==> config.mk <==
export PLATFORM = sky130hd
export DESIGN_NAME = error_event_logger_flat
export DESIGN_NICKNAME = d
export VERILOG_FILES = /design/src/rtl/error_event_logger_if.sv /design/src/rtl/error_event_logger.sv /design/src/flat_wrapper.sv
export SDC_FILE = /design/constraint.sdc
export NUM_CORES = 1
export LEC_CHECK = 0
export ABC_CLOCK_PERIOD_IN_PS = 14300
export BUFFER_PORTS_ARGS = -buffer_cell sky130_fd_sc_hd__buf_2
export CORE_UTILIZATION = 60
export DETAILED_ROUTE_END_ITERATION = 8
export PLACE_DENSITY = 0.78
export SYNTH_ARGS = -nofsm -noshare
export SYNTH_HDL_FRONTEND = slang
export SYNTH_SLANG_ARGS = --single-unit
==> constraint.sdc <==
create_clock -name clk -period 14.3 [get_ports clk]
set_input_delay 1.43 -clock clk [delete_from_list [all_inputs] [get_ports clk]]
set_output_delay 1.43 -clock clk [all_outputs]
set_load 0.02 [all_outputs]
==> src/rtl/error_event_logger_if.sv <==
// Event-in / record-out bundle for error_event_logger.
// The master side drives events, clear and out_ready; the slave side (the logger) drives records and status.
interface error_event_logger_if #(
    parameter int NUM_SOURCES = 4,
    parameter int CODE_WIDTH  = 8,
    parameter int TS_WIDTH    = 32,
    parameter int DEPTH       = 16,
    parameter int OVF_WIDTH   = 16
);
    localparam int SRC_W = (NUM_SOURCES > 1) ? $clog2(NUM_SOURCES) : 1;
    localparam int CNT_W = $clog2(DEPTH) + 1;

    logic                              clear;
    logic [NUM_SOURCES-1:0]            ev_valid;
    logic [NUM_SOURCES-1:0]            ev_severity;
    logic [NUM_SOURCES*CODE_WIDTH-1:0] ev_code;
    logic                              out_valid;
    logic                              out_ready;
    logic                              out_severity;
    logic [SRC_W-1:0]                  out_source;
    logic [CODE_WIDTH-1:0]             out_code;
    logic [TS_WIDTH-1:0]               out_timestamp;
    logic [CNT_W-1:0]                  fifo_count;
    logic [OVF_WIDTH-1:0]              overflow_count;
    logic                              error_sticky;

    modport master (
        output clear, ev_valid, ev_severity, ev_code, out_ready,
        input  out_valid, out_severity, out_source, out_code, out_timestamp,
               fifo_count, overflow_count, error_sticky
    );

    modport slave (
        input  clear, ev_valid, ev_severity, ev_code, out_ready,
        output out_valid, out_severity, out_source, out_code, out_timestamp,
               fifo_count, overflow_count, error_sticky
    );
endinterface

==> src/rtl/error_event_logger.sv <==
// Timestamped event recorder: per-source pending slots, fixed-priority arbiter,
// show-ahead FIFO with valid/ready drain, saturating drop counter and sticky error flag.
module error_event_logger #(
    parameter int NUM_SOURCES = 4,
    parameter int CODE_WIDTH  = 8,
    parameter int TS_WIDTH    = 32,
    parameter int DEPTH       = 16,
    parameter int OVF_WIDTH   = 16
) (
    input logic               clk,
    input logic               rst_n,
    error_event_logger_if.slave bus
);
    localparam int SRC_W  = (NUM_SOURCES > 1) ? $clog2(NUM_SOURCES) : 1;
    localparam int AW     = $clog2(DEPTH);
    localparam int CNT_W  = AW + 1;
    localparam int DROP_W = $clog2(NUM_SOURCES + 1);
    localparam int OW1    = OVF_WIDTH + 1;
    localparam int REC_W  = 1 + SRC_W + CODE_WIDTH + TS_WIDTH;

    logic [TS_WIDTH-1:0]   r_ts;
    logic [NUM_SOURCES-1:0] r_slot_full;
    logic [NUM_SOURCES-1:0] r_slot_sev;
    logic [CODE_WIDTH-1:0] r_slot_code [NUM_SOURCES];
    logic [TS_WIDTH-1:0]   r_slot_ts   [NUM_SOURCES];
    logic [REC_W-1:0]      r_mem       [DEPTH];
    logic [AW-1:0]         r_wr_ptr;
    logic [AW-1:0]         r_rd_ptr;
    logic [CNT_W-1:0]      r_count;
    logic [OVF_WIDTH-1:0]  r_ovf;
    logic                  r_sticky;

    logic                   w_grant_valid;
    logic [SRC_W-1:0]       w_grant_idx;
    logic                   w_push;
    logic                   w_pop;
    logic                   w_out_valid;
    logic [NUM_SOURCES-1:0] w_capture;
    logic [DROP_W-1:0]      w_drop_n;
    logic [OW1-1:0]         w_ovf_sum;
    logic [REC_W-1:0]       w_head;

    // Lowest index wins: scan downward so the last hit is the smallest index.
    always_comb begin
        w_grant_valid = 1'b0;
        w_grant_idx   = '0;
        for (int i = NUM_SOURCES - 1; i >= 0; i--) begin
            if (r_slot_full[i]) begin
                w_grant_valid = 1'b1;
                w_grant_idx   = SRC_W'(i);
            end
        end
    end

    assign w_push      = w_grant_valid && (r_count < CNT_W'(DEPTH));
    assign w_out_valid = (r_count != '0);
    assign w_pop       = w_out_valid && bus.out_ready;

    // A slot accepts a new event if empty or being drained into the FIFO on this edge.
    always_comb begin
        w_capture = '0;
        w_drop_n  = '0;
        for (int i = 0; i < NUM_SOURCES; i++) begin
            if (bus.ev_valid[i]) begin
                if (!r_slot_full[i] || (w_push && (w_grant_idx == SRC_W'(i))))
                    w_capture[i] = 1'b1;
                else
                    w_drop_n = w_drop_n + DROP_W'(1);
            end
        end
    end

    assign w_ovf_sum = {1'b0, r_ovf} + OW1'(w_drop_n);

    always_ff @(posedge clk or negedge rst_n) begin
        if (!rst_n) begin
            r_ts        <= '0;
            r_slot_full <= '0;
            r_slot_sev  <= '0;
            for (int i = 0; i < NUM_SOURCES; i++) begin
                r_slot_code[i] <= '0;
                r_slot_ts[i]   <= '0;
            end
        end else if (bus.clear) begin
            r_ts        <= '0;
            r_slot_full <= '0;
        end else begin
            r_ts <= r_ts + TS_WIDTH'(1);
            for (int i = 0; i < NUM_SOURCES; i++) begin
                if (w_capture[i]) begin
                    r_slot_full[i] <= 1'b1;
                    r_slot_sev[i]  <= bus.ev_severity[i];
                    r_slot_code[i] <= bus.ev_code[i*CODE_WIDTH +: CODE_WIDTH];
                    r_slot_ts[i]   <= r_ts;
                end else if (w_push && (w_grant_idx == SRC_W'(i))) begin
                    r_slot_full[i] <= 1'b0;
                end
            end
        end
    end

    always_ff @(posedge clk or negedge rst_n) begin
        if (!rst_n) begin
            r_wr_ptr <= '0;
            r_rd_ptr <= '0;
            r_count  <= '0;
            r_ovf    <= '0;
            r_sticky <= 1'b0;
        end else if (bus.clear) begin
            r_wr_ptr <= '0;
            r_rd_ptr <= '0;
            r_count  <= '0;
            r_ovf    <= '0;
            r_sticky <= 1'b0;
        end else begin
            if (w_push) r_wr_ptr <= r_wr_ptr + AW'(1);
            if (w_pop)  r_rd_ptr <= r_rd_ptr + AW'(1);
            if (w_push && !w_pop)      r_count <= r_count + CNT_W'(1);
            else if (w_pop && !w_push) r_count <= r_count - CNT_W'(1);
            r_ovf <= w_ovf_sum[OVF_WIDTH] ? '1 : w_ovf_sum[OVF_WIDTH-1:0];
            if (|(bus.ev_valid & bus.ev_severity)) r_sticky <= 1'b1;
        end
    end

    // Storage is not reset; outputs are masked by out_valid instead.
    always_ff @(posedge clk) begin
        if (w_push && !bus.clear)
            r_mem[r_wr_ptr] <= {r_slot_sev[w_grant_idx], w_grant_idx,
                                r_slot_code[w_grant_idx], r_slot_ts[w_grant_idx]};
    end

    assign w_head = r_mem[r_rd_ptr];

    assign bus.out_valid      = w_out_valid;
    assign bus.out_severity   = w_out_valid & w_head[REC_W-1];
    assign bus.out_source     = w_out_valid ? w_head[REC_W-2 -: SRC_W] : '0;
    assign bus.out_code       = w_out_valid ? w_head[TS_WIDTH +: CODE_WIDTH] : '0;
    assign bus.out_timestamp  = w_out_valid ? w_head[TS_WIDTH-1:0] : '0;
    assign bus.fifo_count     = r_count;
    assign bus.overflow_count = r_ovf;
    assign bus.error_sticky   = r_sticky;
endmodule
==> src/flat_wrapper.sv <==
// flat-port wrapper written by rule: the top's interface ports become plain ports
module error_event_logger_flat 
#(
    parameter int NUM_SOURCES = 4,
    parameter int CODE_WIDTH  = 8,
    parameter int TS_WIDTH    = 32,
    parameter int DEPTH       = 16,
    parameter int OVF_WIDTH   = 16
)
  (clk, rst_n, bus_clear, bus_ev_valid, bus_ev_severity, bus_ev_code, bus_out_ready, bus_out_valid, bus_out_severity, bus_out_source, bus_out_code, bus_out_timestamp, bus_fifo_count, bus_overflow_count, bus_error_sticky);
  error_event_logger_if #(.NUM_SOURCES(NUM_SOURCES), .CODE_WIDTH(CODE_WIDTH), .TS_WIDTH(TS_WIDTH), .DEPTH(DEPTH), .OVF_WIDTH(OVF_WIDTH)) bus_i ();
  input logic clk;
  input logic rst_n;
  input wire logic [$bits(bus_i.clear)-1:0] bus_clear;
  input wire logic [$bits(bus_i.ev_valid)-1:0] bus_ev_valid;
  input wire logic [$bits(bus_i.ev_severity)-1:0] bus_ev_severity;
  input wire logic [$bits(bus_i.ev_code)-1:0] bus_ev_code;
  input wire logic [$bits(bus_i.out_ready)-1:0] bus_out_ready;
  output wire logic [$bits(bus_i.out_valid)-1:0] bus_out_valid;
  output wire logic [$bits(bus_i.out_severity)-1:0] bus_out_severity;
  output wire logic [$bits(bus_i.out_source)-1:0] bus_out_source;
  output wire logic [$bits(bus_i.out_code)-1:0] bus_out_code;
  output wire logic [$bits(bus_i.out_timestamp)-1:0] bus_out_timestamp;
  output wire logic [$bits(bus_i.fifo_count)-1:0] bus_fifo_count;
  output wire logic [$bits(bus_i.overflow_count)-1:0] bus_overflow_count;
  output wire logic [$bits(bus_i.error_sticky)-1:0] bus_error_sticky;
  assign bus_i.clear = bus_clear;
  assign bus_i.ev_valid = bus_ev_valid;
  assign bus_i.ev_severity = bus_ev_severity;
  assign bus_i.ev_code = bus_ev_code;
  assign bus_i.out_ready = bus_out_ready;
  assign bus_out_valid = bus_i.out_valid;
  assign bus_out_severity = bus_i.out_severity;
  assign bus_out_source = bus_i.out_source;
  assign bus_out_code = bus_i.out_code;
  assign bus_out_timestamp = bus_i.out_timestamp;
  assign bus_fifo_count = bus_i.fifo_count;
  assign bus_overflow_count = bus_i.overflow_count;
  assign bus_error_sticky = bus_i.error_sticky;
  error_event_logger #(.NUM_SOURCES(NUM_SOURCES), .CODE_WIDTH(CODE_WIDTH), .TS_WIDTH(TS_WIDTH), .DEPTH(DEPTH), .OVF_WIDTH(OVF_WIDTH)) u_core (.clk(clk), .rst_n(rst_n), .bus(bus_i));
endmodule
==> results.md, run 1 <==
- Antenna-violating nets left: 0
- Worst Setup Start Kind: flop
- DRT Wirelength: 82,900 µm
- Period utilization: 41.7%
- TritonCTS Buffers: 90
- Initial antenna violation count: 2
- I/O Buffers: 109
- Die footprint: 62,300 µm²
- First-pass GRT wire length: 125,000 µm
- Yosys reg bits: 918
- FILL cells: 3,581
- Tmin final: 5.96 ns
- Post-DP HPWL: 41,000 µm
- Initial Util: 60.8%
- Clk slew on worst S/H paths: 0.06 ns
- R2R Setup Slk: 9.86 ns
- Placeable Area: 60,500 µm²
- Layout cells sized above 1: 31.8%
- Clock tree buffer depth: 3
- Critical Path RT: 12.87 ns
- Remaining DRCs: 0
- P&R area growth vs syn: 13.1%
- Max-slew violation count: 0
- Pwr Density: 166 nW/µm²
- I/O pin count: 110
- TNS Setup: 0 ns
- Mapped Cells: 1,939
- Number of setup buffers added after CTS: 0
- Post-route worst setup slack: 8.34 ns
- Critical path peak fanout: 63
- Seq/Total Area, Yosys: 71.8%
- Syn Nets: 2,000
- Post-synthesis mux area share: 19.5%
- Die Wd: 250 µm
- Clock Latency Late Sink: 0.63 ns
- Synthesized area per cell: 19.0 µm²
- Worst Tran Pin Value: 1.06 ns
- Per-cell routed wire length: 28.1 µm
- Cell leakage power: 15.0 nW
- Max VDD drop: 0.127 mV
- Critical path type: flop to output pin
- Multi-input gate area: 9950 µm²
- Layout net count: 2,162
- RSZ-0062 raised after global routing: no
- Synth Area in Simple Gates: 2.36%
- Top_reg_cell synth: edfxtp_1
- DR vias: 19,300
- Largest family of logic cells by synthesized area: multiplexers
- Status: completed
- Synthesized area: 36,800 µm²
- CP max stage delay: 1.00 ns
- # resized after CTS: 0
- EDFF count, synth: 688
- Post-synthesis xor/xnor area fraction: 1.10%
- Hold_buf cts: 0
- Synth Area in Adders: 0.619%
- # H-tree levels: 3
- CP Buf/Inv Count: 3
- Total of max-cap violations: 0
- Synth cell types: 47
- CP max-delay cell: dfrtp_4
- Most common cell after layout, fill and taps aside: edfxtp_1
- Slew HR: 28.6%
- Initial DRC Count: 2,055
- Synth warn: 0
- Most frequent cell on the critical path: buf_4
- # setup viols final: 0
- Die height: 250 µm
- CP cell instances: buf_4, buf_4, mux4_2, mux2i_1, o22ai_1, buf_2
- Clock sink count: 918
- Gr usage total: 27.3%
- Commonest cells after routing, fill and taps aside: 688 x edfxtp_1, 227 x dfrtp_1, 172 x mux4_2
- Skew final: 0.0263 ns
- Hold Vio Cnt, Final: 0
- TritonCTS clock tree: yes
- Ant diodes: 0
- Worst setup EP type: output pin
- Class of the worst hold path: flop to flop
- Row count: 90
- Max frequency: 0.168 GHz
- CTS root buf: clkbuf_16
- Vias in the first global route: 20,300
- Overflow after GRT: 0
- Crit path max-delay family: buffers and inverters
- Crit path arrival time: 4.53 ns
- Async S/R FF share, synth: 25.1%
- GP Congestion: 0.764
- Largest net degree at the start of global routing: 93
- Pre-CTS WS: 9.00 ns
- Post-DR vias/cell: 6.54
- Synth Area in Compound Gates: 3.00%
- First-pass detailed-route iteration total: 5
- Sequential Area: 26,400 µm²
==> cells by family (layout without fill, tap and decap cells) <==
| logic type | Yosys count | count (layout) |
|---|---|---|
| xor+xnor | 46 | 46 |
| buf+inv | 130 | 364 |
| simple gates | 180 | 180 |
| compound gates | 180 | 180 |
| flops | 918 | 918 |
| mux | 468 | 468 |
| fa+ha+maj | 17 | 17 |
==> layer usage <==
metal / vias to the layer above / share of wire, % / wire (µm) / GRT usage, %
li1: 8044 / - / - / -
met1: 10100 / 39 / 32300 / 37.4
met2: 998 / 50 / 41100 / 44.7
met3: 153 / 9.0 / 7430 / 5.14
met4: 0 / 2.5 / 2070 / 8.82
met5: - / 0 / 0 / 0
==> final timing paths <==
check                                      startpoint                      endpoint  depth (start not counted)
worst max-delay path               u_core.r_rd_ptr[1]               bus_out_code[0]                          6
worst min-delay path             u_core.r_slot_ts[36]          u_core.r_slot_ts[36]                          2
worst max register to register  u_core.r_slot_full[0]  u_core.bus.overflow_count[0]                         12
worst min register to register   u_core.r_slot_ts[36]          u_core.r_slot_ts[36]                          2
max in group asynchronous                       rst_n          u_core.r_slot_ts[42]                          2
min in group asynchronous                       rst_n         u_core.r_slot_ts[121]                          1
==> synth_stat cells, types with 30 or more instances <==
library cell	instances	share of area, %
mux2i_1	133	3.6
xor2_1	30	0.71
nor2_1	66	0.67
o22ai_1	43	0.73
buf_2	34	0.46
o21ai_0	53	0.72
edfxtp_1	688	56
nand2_1	33	0.34
clkbuf_1	57	0.58
mux2_2	125	3.8
dfrtp_1	230	16
mux4_2	172	11
a21oi_1	31	0.42
a22oi_1	41	0.84
mux2_4	38	1.6
==> final cells by class <==
| class | count | area share [%] |
|---|---|---|
| inverter | 17 | 0.153 |
| clock buffer | 122 | 6.09 |
| multi-input combinational | 891 | 23.9 |
| tap | 782 | 2.35 |
| timing repair buffer | 183 | 2.70 |
| clock inverter | 42 | 1.24 |
| sequential | 918 | 63.5 |
==> state kept, by name (all words and copies together), names as in the netlist <==
| signal | count |
|---|---|
| u_core.r_slot_sev | 4 |
| u_core.r_slot_ts | 128 |
| u_core.r_rd_ptr | 4 |
| u_core.r_slot_full | 4 |
| u_core.bus.error_sticky | 1 |
| u_core.r_wr_ptr | 4 |
| u_core.bus.fifo_count | 5 |
| u_core.r_ts | 32 |
| u_core.r_mem | 688 |
| u_core.bus.overflow_count | 16 |
| u_core.r_slot_code | 32 |
==> power breakdown <==
part,switching (mW),internal (mW)
sequential,0.103,3.02
clock,0.974,1.46
combinational,0.752,0.582
total,1.83,5.06
==> worst reg2reg max path, stage by stage (launching register included) <==
cell and delay, ns:
dfrtp_1 0.65, and3_1 0.26, ha_1 0.24, mux2_2 0.30, ha_1 0.27, mux2_2 0.28, ha_1 0.29, mux2i_1 0.09
fa_1 0.42, nand2b_1 0.20, a2111oi_2 0.55, nand3_1 0.51, a21oi_1 0.28
==> per-stage QoR <==
step	utilization [%]	instances	hold WS [ns]	instance area, µm²	power (mW)
final	68.8	2955	0.498	41600	6.89
after detailed placement	63.7	2791	0.475	38500	4.50
after global routing	68.8	2955	0.514	41600	7.12
after floorplan	-	1939	0.449	36800	4.11
after CTS	68.8	2955	0.488	41600	6.93
after global placement	63.7	2791	0.464	38500	4.47
Power figures use the tool's default switching activity.
==> run 2, diff against run 1 <==
Settings changed: ABC_CLOCK_PERIOD_IN_PS 14300 to 6200.
Clock period 14.3 ns to 6.2 ns, I/O delays scaled along.
==> results.md, run 2 (synthesis gave the netlist of run 1 again) <==
- Cell leakage power: 15.0 nW
- Overflow after GRT: 0
- Worst Tran Pin Value: 1.21 ns
- Clock sink count: 918
- Worst Setup Start Kind: flop
- Class of the worst hold path: input pin to asynchronous set/reset pin
- Initial antenna violation count: 0
- Placeable Area: 60,500 µm²
- Initial DRC Count: 2,008
- Max frequency: 0.224 GHz
- DR vias: 19,300
- Slew HR: 19.0%
- TritonCTS Buffers: 89
- Number of setup buffers added after CTS: 0
- Remaining DRCs: 0
- CTS root buf: clkbuf_16
- Comb power frac: 19.9%
- GP Congestion: 0.774
- Sequential power share: 46.0%
- Per-cell routed wire length: 28.2 µm
- Most common cell after layout, fill and taps aside: edfxtp_1
- Clk slew on worst S/H paths: 0.06 ns
- TritonCTS clock tree: yes
- I/O Buffers: 109
- Die height: 250 µm
- # resized after CTS: 0
- Critical Path RT: 6.74 ns
- Gr usage total: 27.3%
- Post-DR vias/cell: 6.54
- Antenna-violating nets left: 0
- Critical path type: flop to flop
- Hold_buf cts: 0
- Die footprint: 62,300 µm²
- Pwr Density: 378 nW/µm²
- Clock tree buffer depth: 3
- Post-DP HPWL: 42,800 µm
- # setup viols final: 0
- TNS Setup: 0 ns
- Clk pwr share: 34.1%
- Period utilization: 72.0%
- RSZ-0062 raised after global routing: no
- R2R Setup Slk: 1.73 ns
- Layout cells sized above 1: 31.6%
- First-pass detailed-route iteration total: 5
- Layout net count: 2,166
- Critical path peak fanout: 13
- Worst setup EP type: flop
- Commonest cells after routing, fill and taps aside: 688 x edfxtp_1, 227 x dfrtp_1, 172 x mux4_2
- Clock Latency Late Sink: 0.64 ns
- # H-tree levels: 3
- I/O pin count: 110
- Row count: 90
- Crit path arrival time: 5.00 ns
- First-pass GRT wire length: 126,000 µm
- DRT Wirelength: 83,400 µm
- Sw Pwr: 4.27 mW
- Switch share: 27.3%
- Skew final: 0.0308 ns
- Most frequent cell on the critical path: ha_1
- Ant diodes: 0
- CP cell instances: and3_1, ha_1, mux2_2, ha_1, mux2_2, ha_1, mux2i_1, fa_1, nand2b_1, a2111oi_2, nand3_1, a21oi_1
- Max VDD drop: 0.237 mV
- CP max stage delay: 0.62 ns
- Total of max-cap violations: 0
- Top reg by flops: u_core.r_mem
- CP max-delay cell: dfrtp_1
- Tmin final: 4.47 ns
- Largest net degree at the start of global routing: 102
- Hold Vio Cnt, Final: 0
- Vias in the first global route: 20,300
- Layout Utilization: 68.5%
- Crit path max-delay family: adder cells
- Max reg flops: 688
- Status: completed
- Initial Util: 60.8%
- P_int: 11.4 mW
- Die Wd: 250 µm
- Regs by FF count: u_core.r_mem x688, u_core.r_slot_ts x128
- P&R area growth vs syn: 12.7%
- Max-slew violation count: 0
- CP Buf/Inv Count: 0
## run 2: changes by cell type in the layout (fill, tap and decap cells not counted)
cell	before	now
buf_12	1	3
buf_4	73	76
bufinv_16	12	8
clkbuf_1	17	18
clkbuf_16	91	90
clkbuf_8	14	6
clkinv_1	10	12
clkinv_2	15	20
clkinv_8	0	1
## run 2: power by group through the flow
stage	clock network (mW)	registers (mW)	logic [mW]
after floorplan	0	7.20	2.27
after global placement	0	7.30	3.04
after detailed placement	0	7.33	3.10
after CTS	5.40	7.21	3.15
after global routing	5.63	7.24	3.32
final	5.35	7.21	3.12
## run 2: metal layers
| metal | vias up | GRT usage [%] | routed length [µm] |
|---|---|---|---|
| li1 | 8051 | - | - |
| met1 | 10100 | 37.2 | 32300 |
| met2 | 1032 | 46.3 | 42300 |
| met3 | 131 | 3.92 | 7010 |
| met4 | 0 | 8.54 | 1890 |
| met5 | - | 0 | 0 |
## run 2: layout make-up
class                           instances  area, µm²
Clock inverter                         46        444
Tap cell                              782        978
Fill cell                            3601      19000
Inverter                               17       63.8
Sequential cell                       918      26400
Timing Repair Buffer                  188       1190
Multi-Input combinational cell        891       9950
Clock buffer                          114       2400
## run 2: final timing paths
check | start | to | depth (start not counted)
max in group asynchronous | rst_n | u_core.r_rd_ptr[0] | 2
worst max register to register | u_core.r_slot_full[0] | u_core.bus.overflow_count[4] | 12
worst min register to register | u_core.r_slot_ts[36] | u_core.r_slot_ts[36] | 2
min in group clk | bus_ev_code[23] | u_core.r_slot_code[15] | 2
worst max-delay path | u_core.r_slot_full[0] | u_core.bus.overflow_count[4] | 12
worst min-delay path | rst_n | u_core.r_slot_ts[57] | 1
## run 2: stage by stage
stage	worst slack, ns	std cells	power [mW]	hold slack (ns)	cell area, µm²
floorplan	1.48	1939	9.47	0.324	36800
global placement	1.80	2796	10.3	0.462	38600
detailed placement	1.59	2796	10.4	0.472	38600
CTS	1.73	2956	15.8	0.0451	41400
global route	1.47	2956	16.2	0.0931	41400
finish	1.73	2956	15.7	0.0123	41400
## run 2: worst reg2reg max path: cells and delay by family, from the launching register on
kind | cells | cell delay [ns]
fa+ha+maj | 4 | 1.24
simple gates | 3 | 1.02
compound gates | 2 | 0.84
mux | 3 | 0.67
flops | 1 | 0.62
==> run 3, diff against run 2 <==
Settings changed: ABC_CLOCK_PERIOD_IN_PS 6200 to 4600.
Clock period 6.2 ns to 4.6 ns, I/O delays scaled along.
==> results.md, run 3 (synthesis gave the netlist of run 1 again) <==
- Status: completed
- Layout cells sized above 1: 31.8%
- Sequential power share: 45.4%
- DRT Wirelength: 81,800 µm
- P_int: 15.5 mW
- Max frequency: 0.233 GHz
- Max-slew violation count: 0
- P&R area growth vs syn: 13.5%
- # H-tree levels: 3
- Post-route worst setup slack: 0.308 ns
- Placeable Area: 60,500 µm²
- CP Buf/Inv Count: 0
- CP max stage delay: 0.62 ns
- TritonCTS clock tree: yes
- Overflow after GRT: 0
- Crit path arrival time: 4.83 ns
- Comb power frac: 20.3%
- Pre-CTS WS: 0.216 ns
- Met3 usage: 4.94%
- Commonest cells after routing, fill and taps aside: 688 x edfxtp_1, 227 x dfrtp_1, 172 x mux4_2
- Switch share: 27.0%
- I/O pin count: 110
- Antenna-violating nets left: 0
- Vias in the first global route: 20,400
- Max reg flops: 688
- Most common cell after layout, fill and taps aside: edfxtp_1
- Class of the worst hold path: input pin to flop
- Sw Pwr: 5.75 mW
- Critical Path RT: 5.13 ns
- Max VDD drop: 0.362 mV
- Worst r2r dst: u_core.bus.overflow_count[7]
- Critical Path Sink: u_core.bus.overflow_count[7]
- Remaining DRCs: 0
- Worst Tran Pin Value: 1.15 ns
- Slew HR: 23.3%
- Post-DR vias/cell: 6.50
- Top reg by flops: u_core.r_mem
- Met2 usage: 45.5%
- Hold Vio Cnt, Final: 0
- Worst Setup Start Kind: flop
- Ant diodes: 0
- Met1 GRT Util: 35.3%
- Skew final: 0.0207 ns
- Worst setup EP type: flop
- Crit path max-delay family: adder cells
- Clk slew on worst S/H paths: 0.06 ns
- Critical path peak fanout: 13
- Post-Layout Cell Count: 2,971
- Instance count on the critical path: 12
- Tmin final: 4.29 ns
- Per-cell routed wire length: 27.5 µm
- WHS Path Cells: 2
- # setup viols final: 0
- Most used routing layer: met2
- Critical path type: flop to flop
- Crit Reg-Reg Startpoint: u_core.r_slot_full[0]
- Layout net count: 2,177
- Placed cell count: 2,806
- Die footprint: 62,300 µm²
- FILL cells: 3,606
- Clock Latency Late Sink: 0.64 ns
- Clock tree buffer depth: 3
- CP max-delay cell: dfrtp_1
- Regs by FF count: u_core.r_mem x688, u_core.r_slot_ts x128
- Worst hold path startpoint: bus_ev_code[0]
- Clock sink count: 918
- Row count: 90
- Period utilization: 93.3%
- RSZ-0062 raised after global routing: no
- Clk pwr share: 34.3%
- Initial Util: 60.8%
- Total of max-cap violations: 0
- Power Total: 21.3 mW
- First-pass detailed-route iteration total: 5
- DR vias: 19,300
- Initial DRC Count: 1,870
- Layout Utilization: 69.0%
- GP Congestion: 0.793
- CP cell instances: and3_1, ha_1, mux2_2, ha_1, mux2_2, ha_1, mux2i_1, fa_1, nand2b_1, a2111oi_2, nand3_2, a21oi_1
- CTS root buf: clkbuf_16
- I/O Buffers: 109
- CP Launch Point: u_core.r_slot_full[0]
- Initial antenna violation count: 2
- R2R cell count: 12
- TritonCTS Buffers: 89
- Gr usage total: 26.8%
- Largest net degree at the start of global routing: 135
- Die height: 250 µm
- Post-DP HPWL: 44,300 µm
- Most frequent cell on the critical path: ha_1
- Die Wd: 250 µm
- Pwr Density: 511 nW/µm²
- First-pass GRT wire length: 124,000 µm
- Cell leakage power: 15.1 nW
- R2R Setup Slk: 0.31 ns
run 3: changes by cell type in the layout (fill, tap and decap cells not counted), sizes merged:
cell	before	now
buf	188	198
dlygate4sd3	0	1
clkinv	34	26
bufinv	8	10
clkbuf	114	121
inv	20	23
run 3: layout make-up:
type,instances,area [µm²],area share (%)
clock buffers,121,2420,5.80
clock inverters,43,504,1.21
inverters,17,63.8,0.153
multi-input cells,891,9960,23.9
flip-flops and latches,918,26400,63.3
well taps,782,978,2.35
repair buffers,199,1370,3.29
run 3: repair_timing:
item,CTS,global route
hold buffers,1,0
resized for setup,0,1
endpoints found under the setup margin,0,13
buffers inserted,0,0
hold endpoints to repair,96,0
run 3: per-layer routing:
layer	routed length, µm	vias to the layer above	share of wire, %
met1	31900	10100	39
met3	6430	152	7.9
met4	2150	0	2.6
met5	0	-	0
met2	41300	977	50
li1	-	8068	-
run 3: worst min-delay path by stage:
| stage | to | slack, ns |
|---|---|---|
| after detailed placement | u_core.r_slot_ts[4] | 0.48 |
| final | u_core.r_slot_code[24] | 0.06 |
| after global placement | u_core.r_slot_ts[36] | 0.46 |
| after floorplan | u_core.bus.error_sticky | 0.16 |
| after CTS | u_core.r_slot_code[24] | 0.03 |
| after global routing | u_core.r_slot_code[31] | 0.05 |
run 3: worst register-to-register path, delay by kind of cell (launching register included):
| kind | cells | cell delay (ns) |
|---|---|---|
| AOI/OAI and AO/OA | 2 | 0.82 |
| muxes | 3 | 0.66 |
| adders and majority gates | 4 | 1.24 |
| and+or+nand+nor | 3 | 0.85 |
| DFF | 1 | 0.62 |
run 3: power by group through the flow:
stage,clock network [mW],logic [mW],registers (mW)
final,7.31,4.32,9.67
after global placement,0,4.22,9.79
after CTS,7.41,4.37,9.67
after floorplan,0,3.06,9.71
after detailed placement,0,4.31,9.82
after global routing,7.71,4.59,9.70
run 3: through the flow:
stage,cell area (µm²),setup TNS [ns],hold slack [ns]
after global placement,38800,0,0.461
final,41700,0,0.0618
after global routing,41700,0,0.0478
after CTS,41700,0,0.0270
after detailed placement,38800,0,0.480
after floorplan,36800,-10.25,0.164
